`src/rtl/cp0_regs_pkg.sv`:
```
// Shared CP0 definitions: register indices, exception codes and register packing helpers.
package cp0_regs_pkg;

   localparam logic [4:0] CP0_BADVADDR = 5'd8;
   localparam logic [4:0] CP0_COUNT    = 5'd9;
   localparam logic [4:0] CP0_COMPARE  = 5'd11;
   localparam logic [4:0] CP0_STATUS   = 5'd12;
   localparam logic [4:0] CP0_CAUSE    = 5'd13;
   localparam logic [4:0] CP0_EPC      = 5'd14;

   typedef enum logic [4:0] {
      EXC_INT  = 5'h00,
      EXC_ADEL = 5'h04,
      EXC_ADES = 5'h05,
      EXC_SYS  = 5'h08,
      EXC_BP   = 5'h09,
      EXC_RI   = 5'h0a,
      EXC_OV   = 5'h0c
   } exc_code_e;

   // BEV (bit 22) is hard-wired to 1; only IM, EXL and IE are state.
   function automatic logic [31:0] pack_status(input logic [7:0] im, input logic exl,
                                               input logic ie);
      return {9'b0, 1'b1, 6'b0, im, 6'b0, exl, ie};
   endfunction

   function automatic logic [31:0] pack_cause(input logic bd, input logic ti,
                                              input logic [5:0] ip_hw, input logic [1:0] ip_sw,
                                              input logic [4:0] exccode);
      return {bd, ti, 14'b0, ip_hw, ip_sw, 1'b0, exccode, 2'b0};
   endfunction

endpackage

```
`src/rtl/cp0_regs_if.sv`:
```
// Pipeline-to-CP0 signal bundle: MFC0/MTC0 access, exception/ERET commit and interrupt status.
interface cp0_regs_if;
   logic [4:0]  cp0_idx;
   logic        cp0_write;
   logic [31:0] cp0_data2w;
   logic [31:0] cp0_val;
   logic [5:0]  exc_code;
   logic [31:0] exc_pc;
   logic        exc_in_delay_slot;
   logic [31:0] exc_badvaddr;
   logic        eret;
   logic [5:0]  ext_int;
   logic [31:0] d_epc;
   logic [31:0] exc_target;
   logic        int_req;
   logic        status_exl;

   modport master (
      output cp0_idx, cp0_write, cp0_data2w, exc_code, exc_pc, exc_in_delay_slot,
             exc_badvaddr, eret, ext_int,
      input  cp0_val, d_epc, exc_target, int_req, status_exl
   );

   modport slave (
      input  cp0_idx, cp0_write, cp0_data2w, exc_code, exc_pc, exc_in_delay_slot,
             exc_badvaddr, eret, ext_int,
      output cp0_val, d_epc, exc_target, int_req, status_exl
   );
endinterface

```
`src/rtl/cp0_timer.sv`:
```
// CP0 Count/Compare timer: Count advances every second cycle, TI latches on a non-zero match.
module cp0_timer
   import cp0_regs_pkg::*;
(
   input  logic        clk,
   input  logic        resetn,
   input  logic        count_we,
   input  logic        compare_we,
   input  logic [31:0] wdata,
   output logic [31:0] count,
   output logic [31:0] compare,
   output logic        ti
);

   logic        tick;
   logic [31:0] count_nxt;
   logic [31:0] compare_nxt;

   always_comb begin
      count_nxt   = tick ? count + 32'd1 : count;
      compare_nxt = compare;
      if (count_we)
         count_nxt = wdata;
      if (compare_we)
         compare_nxt = wdata;
   end

   // TI compares against the post-update values so a match is seen on the cycle Count lands on it.
   always_ff @(posedge clk) begin
      if (!resetn) begin
         tick    <= 1'b0;
         count   <= 32'd0;
         compare <= 32'd0;
         ti      <= 1'b0;
      end else begin
         tick    <= count_we ? 1'b0 : ~tick;
         count   <= count_nxt;
         compare <= compare_nxt;
         if (compare_we)
            ti <= 1'b0;
         else if ((count_nxt == compare_nxt) && (count_nxt != 32'd0))
            ti <= 1'b1;
      end
   end

endmodule

```
`src/rtl/cp0_regs.sv`:
```
// MIPS CP0 register file: Status/Cause/EPC/BadVAddr, exception entry, ERET and interrupt request.
module cp0_regs
   import cp0_regs_pkg::*;
#(
   parameter logic [31:0] EXC_VECTOR = 32'hBFC0_0380
)(
   input  logic        clk,
   input  logic        resetn,
   cp0_regs_if.slave   bus
);

   logic        exc_valid;
   logic        mtc0_en;
   logic        wr_count;
   logic        wr_compare;

   logic [7:0]  status_im;
   logic        status_exl_r;
   logic        status_ie;
   logic        cause_bd;
   logic [5:0]  cause_ip_hw;
   logic [1:0]  cause_ip_sw;
   logic [4:0]  cause_exccode;
   logic [31:0] epc;
   logic [31:0] badvaddr;

   logic [31:0] count;
   logic [31:0] compare;
   logic        ti;
   logic [31:0] status_val;
   logic [31:0] cause_val;

   // Exception beats ERET beats MTC0; a losing MTC0 must not reach the timer either.
   assign exc_valid  = bus.exc_code[5];
   assign mtc0_en    = bus.cp0_write & ~exc_valid & ~bus.eret;
   assign wr_count   = mtc0_en && (bus.cp0_idx == CP0_COUNT);
   assign wr_compare = mtc0_en && (bus.cp0_idx == CP0_COMPARE);

   cp0_timer u_timer (
      .clk        (clk),
      .resetn     (resetn),
      .count_we   (wr_count),
      .compare_we (wr_compare),
      .wdata      (bus.cp0_data2w),
      .count      (count),
      .compare    (compare),
      .ti         (ti)
   );

   always_ff @(posedge clk) begin
      if (!resetn) begin
         status_im     <= 8'd0;
         status_exl_r  <= 1'b0;
         status_ie     <= 1'b0;
         cause_bd      <= 1'b0;
         cause_ip_hw   <= 6'd0;
         cause_ip_sw   <= 2'd0;
         cause_exccode <= 5'd0;
         epc           <= 32'd0;
         badvaddr      <= 32'd0;
      end else begin
         cause_ip_hw <= {bus.ext_int[5] | ti, bus.ext_int[4:0]};
         if (exc_valid) begin
            cause_exccode <= bus.exc_code[4:0];
            status_exl_r  <= 1'b1;
            // A nested exception keeps the original return point.
            if (!status_exl_r) begin
               epc      <= bus.exc_in_delay_slot ? bus.exc_pc - 32'd4 : bus.exc_pc;
               cause_bd <= bus.exc_in_delay_slot;
            end
            if ((bus.exc_code[4:0] == EXC_ADEL) || (bus.exc_code[4:0] == EXC_ADES))
               badvaddr <= bus.exc_badvaddr;
         end else if (bus.eret) begin
            status_exl_r <= 1'b0;
         end else if (bus.cp0_write) begin
            case (bus.cp0_idx)
               CP0_STATUS: begin
                  status_im    <= bus.cp0_data2w[15:8];
                  status_exl_r <= bus.cp0_data2w[1];
                  status_ie    <= bus.cp0_data2w[0];
               end
               CP0_CAUSE: cause_ip_sw <= bus.cp0_data2w[9:8];
               CP0_EPC:   epc         <= bus.cp0_data2w;
               default: ;
            endcase
         end
      end
   end

   assign status_val = pack_status(status_im, status_exl_r, status_ie);
   assign cause_val  = pack_cause(cause_bd, ti, cause_ip_hw, cause_ip_sw, cause_exccode);

   always_comb begin
      bus.cp0_val = 32'd0;
      case (bus.cp0_idx)
         CP0_BADVADDR: bus.cp0_val = badvaddr;
         CP0_COUNT:    bus.cp0_val = count;
         CP0_COMPARE:  bus.cp0_val = compare;
         CP0_STATUS:   bus.cp0_val = status_val;
         CP0_CAUSE:    bus.cp0_val = cause_val;
         CP0_EPC:      bus.cp0_val = epc;
         default:      bus.cp0_val = 32'd0;
      endcase
   end

   assign bus.d_epc      = epc;
   assign bus.exc_target = EXC_VECTOR;
   assign bus.status_exl = status_exl_r;
   assign bus.int_req    = status_ie & ~status_exl_r &
                           (|({cause_ip_hw, cause_ip_sw} & status_im));

endmodule

```
`src/flat_wrapper.sv`:
```
// flat-port wrapper written by rule: the top's interface ports become plain ports
module cp0_regs_flat import cp0_regs_pkg::*;
#(
   parameter logic [31:0] EXC_VECTOR = 32'hBFC0_0380
)
  (clk, resetn, bus_cp0_idx, bus_cp0_write, bus_cp0_data2w, bus_exc_code, bus_exc_pc, bus_exc_in_delay_slot, bus_exc_badvaddr, bus_eret, bus_ext_int, bus_cp0_val, bus_d_epc, bus_exc_target, bus_int_req, bus_status_exl);
  cp0_regs_if bus_i ();
  input  logic clk;
  input  logic resetn;
  input wire logic [$bits(bus_i.cp0_idx)-1:0] bus_cp0_idx;
  input wire logic [$bits(bus_i.cp0_write)-1:0] bus_cp0_write;
  input wire logic [$bits(bus_i.cp0_data2w)-1:0] bus_cp0_data2w;
  input wire logic [$bits(bus_i.exc_code)-1:0] bus_exc_code;
  input wire logic [$bits(bus_i.exc_pc)-1:0] bus_exc_pc;
  input wire logic [$bits(bus_i.exc_in_delay_slot)-1:0] bus_exc_in_delay_slot;
  input wire logic [$bits(bus_i.exc_badvaddr)-1:0] bus_exc_badvaddr;
  input wire logic [$bits(bus_i.eret)-1:0] bus_eret;
  input wire logic [$bits(bus_i.ext_int)-1:0] bus_ext_int;
  output wire logic [$bits(bus_i.cp0_val)-1:0] bus_cp0_val;
  output wire logic [$bits(bus_i.d_epc)-1:0] bus_d_epc;
  output wire logic [$bits(bus_i.exc_target)-1:0] bus_exc_target;
  output wire logic [$bits(bus_i.int_req)-1:0] bus_int_req;
  output wire logic [$bits(bus_i.status_exl)-1:0] bus_status_exl;
  assign bus_i.cp0_idx = bus_cp0_idx;
  assign bus_i.cp0_write = bus_cp0_write;
  assign bus_i.cp0_data2w = bus_cp0_data2w;
  assign bus_i.exc_code = bus_exc_code;
  assign bus_i.exc_pc = bus_exc_pc;
  assign bus_i.exc_in_delay_slot = bus_exc_in_delay_slot;
  assign bus_i.exc_badvaddr = bus_exc_badvaddr;
  assign bus_i.eret = bus_eret;
  assign bus_i.ext_int = bus_ext_int;
  assign bus_cp0_val = bus_i.cp0_val;
  assign bus_d_epc = bus_i.d_epc;
  assign bus_exc_target = bus_i.exc_target;
  assign bus_int_req = bus_i.int_req;
  assign bus_status_exl = bus_i.status_exl;
  cp0_regs #(.EXC_VECTOR(EXC_VECTOR)) u_core (.clk(clk), .resetn(resetn), .bus(bus_i));
endmodule
```
`config.mk`:
```
export PLATFORM = sky130hd
export DESIGN_NAME = cp0_regs_flat
export DESIGN_NICKNAME = d
export VERILOG_FILES = /design/src/rtl/cp0_regs_pkg.sv /design/src/rtl/cp0_regs_if.sv /design/src/rtl/cp0_timer.sv /design/src/rtl/cp0_regs.sv /design/src/flat_wrapper.sv
export SDC_FILE = /design/constraint.sdc
export NUM_CORES = 1
export LEC_CHECK = 0
export CORE_MARGIN = 2
export CORE_UTILIZATION = 51
export DETAILED_ROUTE_END_ITERATION = 10
export PLACE_DENSITY = 0.81
export SLEW_MARGIN = 20
export SYNTH_ARGS = -nofsm -noshare
export SYNTH_HDL_FRONTEND = slang
export SYNTH_SLANG_ARGS = --single-unit
export TNS_END_PERCENT = 50
```
`constraint.sdc`:
```
create_clock -name clk -period 3.9 [get_ports clk]
set_clock_uncertainty 0.05 [all_clocks]
set_input_delay 0.585 -clock clk [delete_from_list [all_inputs] [get_ports clk]]
set_output_delay 0.585 -clock clk [all_outputs]
set_load 0.01 [all_outputs]
```
==> out/qor.csv <==
stage,metric,value,unit
die,coreArea,18500,um2
layout,fin_area,12200,um2
clock_network,cts_setup_buffers,0,
die,die_area,19900,um2
logic_synthesis,synth_cells,1257,
placed_design,dpl_worst_slack,0.289,ns
clock_network,clk_path_buf_depth,2,
layout,syn2layout_area_growth,27.3,%
clock_network,cts_root_buffer,clkbuf_16,
hold_path,min_path_cells,2,
hold_path,hold_class,reg2reg,
global_routing,grt_start_max_net_pins,73,
worst_setup_path,crit_path_max_incr_delay,0.60,ns
worst_setup_path,regToRegSetupSlack,0.53,ns
worst_setup_path,reg2regPathDepth,9,
die,die_y,141,um
logic_synthesis,avgSynthCellArea,7.60,um2
clock_network,cts_sinks,154,
timing,setup_viol,0,
worst_setup_path,r2r-end,u_core.u_timer.ti$_SDFFE_PP0P_,
timing,finalMaxSlewViolations,0,
logic_synthesis,synth.area.top_cells,"dfxtp_1, nand2_1, a21oi_1, nor2_1, xnor2_1",
layout,multi_input_area,5940,um2
logic_synthesis,synth-seq-cells,154,
drt,routed_via_density,6.41,
timing,post-route-period-util,94.5,%
drt,wl_met1,14300,um
layout,drive_gt1_share,7.92,%
drt,drt_iter0_markers,1429,
timing,setup_tns,0,ns
clock_network,htreeDepth,4,
placed_design,place.gp.congestion,1.05,
timing,fmax,0.271,GHz
die,initial_utilization,51.6,%
clock_network,clock_latency,0.43,ns
logic_synthesis,synth_top_area_cell,dfxtp_1,
placed_design,placed_area,11600,um2
layout,fillerInstances,1602,
worst_setup_path,crit_path_top_delay_cell,a222oi_1,
logic_synthesis,synth.most_common_cell,nand2_1,
die,io_pins,216,
layout,antenna_cells,0,
drt,wirelength,36100,um
logic_synthesis,syn_area,9560,um2
drt,first_pass_iters,6,
drt,num_vias,10600,
clock_network,numCtsBuffers,17,
drt,maxUsedRoutingLayer,met4,
drt,dr_wl_met2,15500,um
drt,ant_nets,0,
die,die_w,141,um
status,status,completed,
worst_setup_path,rr_startpoint,u_core.u_timer.count[2]$_SDFF_PN0_,
worst_setup_path,cp-start-kind,input pin,
drt,drc,0,
logic_synthesis,async_flop_share,0,%
worst_setup_path,setup.worst_path.class,in2out,
clock_network,path_clk_slew,0.07,ns
layout,nets,1521,
clock_network,hold_buffers,0,
logic_synthesis,netlist-cell-type-count,82,
worst_setup_path,cp.arrival,3.05,ns
hold_path,worstHoldEndpoint,u_core.badvaddr[8]$_SDFFE_PN0P_,
global_routing,grt_pass1_vias,9399,
logic_synthesis,yosysWarnings,0,
drt,routedWlPerCell,21.9,um
power_and_ir_drop,total_power,3.87,mW
global_routing,antenna_found_initial,0,
hold_path,min_from,u_core.badvaddr[8]$_SDFFE_PN0P_,
flow_run,maxCapViolCount,0,
logic_synthesis,synth_edf_count,0,
placed_design,numPortBuffers,183,
die,core.rowCount,50,
worst_setup_path,path_max_fanout,26,
power_and_ir_drop,powerDensity,318,nW/um2
timing,layout_setup_ws,0.215,ns
timing,relSlewSlack,45.8,%
layout,seq_area,3080,um2
timing,rsz0062_at_grt,false,
drt,routed-wl-met3,4940,um
worst_setup_path,cp.required,3.26,ns
timing,worst_slew_pin_slew,0.813,ns
power_and_ir_drop,peakVddDrop,0.313,mV
power_and_ir_drop,leakagePower,4.36,nW
global_routing,grt_usage,35.6,%
global_routing,grt_remaining_overflow,0,
logic_synthesis,yosys_most_used_dff,dfxtp_1,
worst_setup_path,cp-end-kind,output pin,
logic_synthesis,ys_top_cells_by_count,"nand2_1, dfxtp_1, nor2_1",
timing,fin_crit,3.69,ns
worst_setup_path,path_cells,clkdlybuf4s50_1 -> buf_4 -> nor4_2 -> buf_4 -> a222oi_1 -> nand2_1 -> clkdlybuf4s50_1,
layout,utilization,65.7,%
logic_synthesis,ys_seq_area_share,32.3,%
clock_network,post_cts_resized,0,
logic_synthesis,synth_top_area_share,32.3,%
placed_design,dp_hpwl,26900,um
clock_network,cts_tree,done,
global_routing,grt_pass1_wl,55000,um
timing,hold_viol,0,
-- cells by family (layout without fill, tap and decap cells) --
group                      after synthesis  in the layout  synth area share [%]
AOI/OAI and AO/OA                      323            323                  22.5
DFF                                    154            154                  32.3
other                                    2             32                0.0786
adders and majority gates                2              2                 0.262
and+or+nand+nor                        514            514                  25.8
xor gates and xnor gates                77             77                  7.36
buffers and inverters                  143            270                  7.30
muxes                                   42             42                  4.48
-- metal layers --
| metal | GRT usage [%] | vias to the layer above |
|---|---|---|
| met4 | 13.9 | 0 |
| li1 | - | 4771 |
| met5 | 0 | - |
| met2 | 52.4 | 743 |
| met3 | 8.80 | 99 |
| met1 | 50.0 | 4955 |
-- placed cells by master, fill, tap and decap left out, types with 12 or more instances in the layout --
cell type,instances
a222oi_1,17
mux2i_1,36
buf_4,37
o211ai_1,12
nor2_1,135
clkdlybuf4s50_1,182
nor4_1,17
nand4_1,21
nand3_1,31
and2_1,16
dfxtp_1,154
clkbuf_16,17
nor3_1,30
o21ai_0,38
xor2_1,27
a21oi_1,111
a22oi_1,33
conb_1,32
nand2_1,194
a211oi_1,36
xnor2_1,48
-- registers in the layout, indices dropped and copies added, names as in the netlist --
signal                  cells
u_core.badvaddr            32
u_core.bus.d_epc           32
u_core.bus.status_exl       1
u_core.cause_bd             1
u_core.cause_exccode        5
u_core.cause_ip_hw          6
u_core.cause_ip_sw          2
u_core.status_ie            1
u_core.status_im            8
u_core.u_timer.compare     32
u_core.u_timer.count       32
u_core.u_timer.ti           1
u_core.u_timer.tick         1
-- worst max-delay path by stage --
| stage | from | cells past startpoint | endpoint |
|---|---|---|---|
| 2_1_floorplan | bus_exc_code[5] | 10 | u_core.u_timer.ti$_SDFFE_PP0P_ |
| 3_3_place_gp | bus_cp0_idx[2] | 9 | u_core.u_timer.ti$_SDFFE_PP0P_ |
| 3_5_place_dp | bus_cp0_idx[2] | 9 | u_core.u_timer.ti$_SDFFE_PP0P_ |
| 4_1_cts | bus_cp0_idx[2] | 7 | bus_cp0_val[23] |
| 5_1_grt | bus_cp0_idx[2] | 7 | bus_cp0_val[23] |
| 6_report | bus_cp0_idx[2] | 7 | bus_cp0_val[24] |
-- final cells by class --
class | count | area share [%]
well taps | 234 | 2.41
clock inverters | 14 | 1.11
flip-flops and latches | 154 | 25.3
repair buffers | 226 | 18.3
multi-input cells | 990 | 48.8
inverters | 12 | 0.391
clock buffers | 18 | 3.61
-- where the power goes --
group | leakage, nW | internal, mW | switching (mW)
registers | 1.25 | 1.62 | 0.0507
clock network | 0.282 | 0.912 | 0.749
logic | 2.83 | 0.254 | 0.288
-- per-stage QoR --
step | cells | hold WS (ns)
after global routing | 1648 | 0.435
final | 1648 | 0.409
after floorplan | 1287 | 0.383
after CTS | 1648 | 0.408
after global placement | 1616 | 0.394
after detailed placement | 1616 | 0.397
-- critical path, delay by kind of cell --
| kind | cells | cell delay [ns] |
|---|---|---|
| simple gates | 2 | 0.22 |
| buf+inv | 4 | 1.62 |
| compound gates | 1 | 0.60 |
No activity file was read; power rests on OpenSTA's default activity.
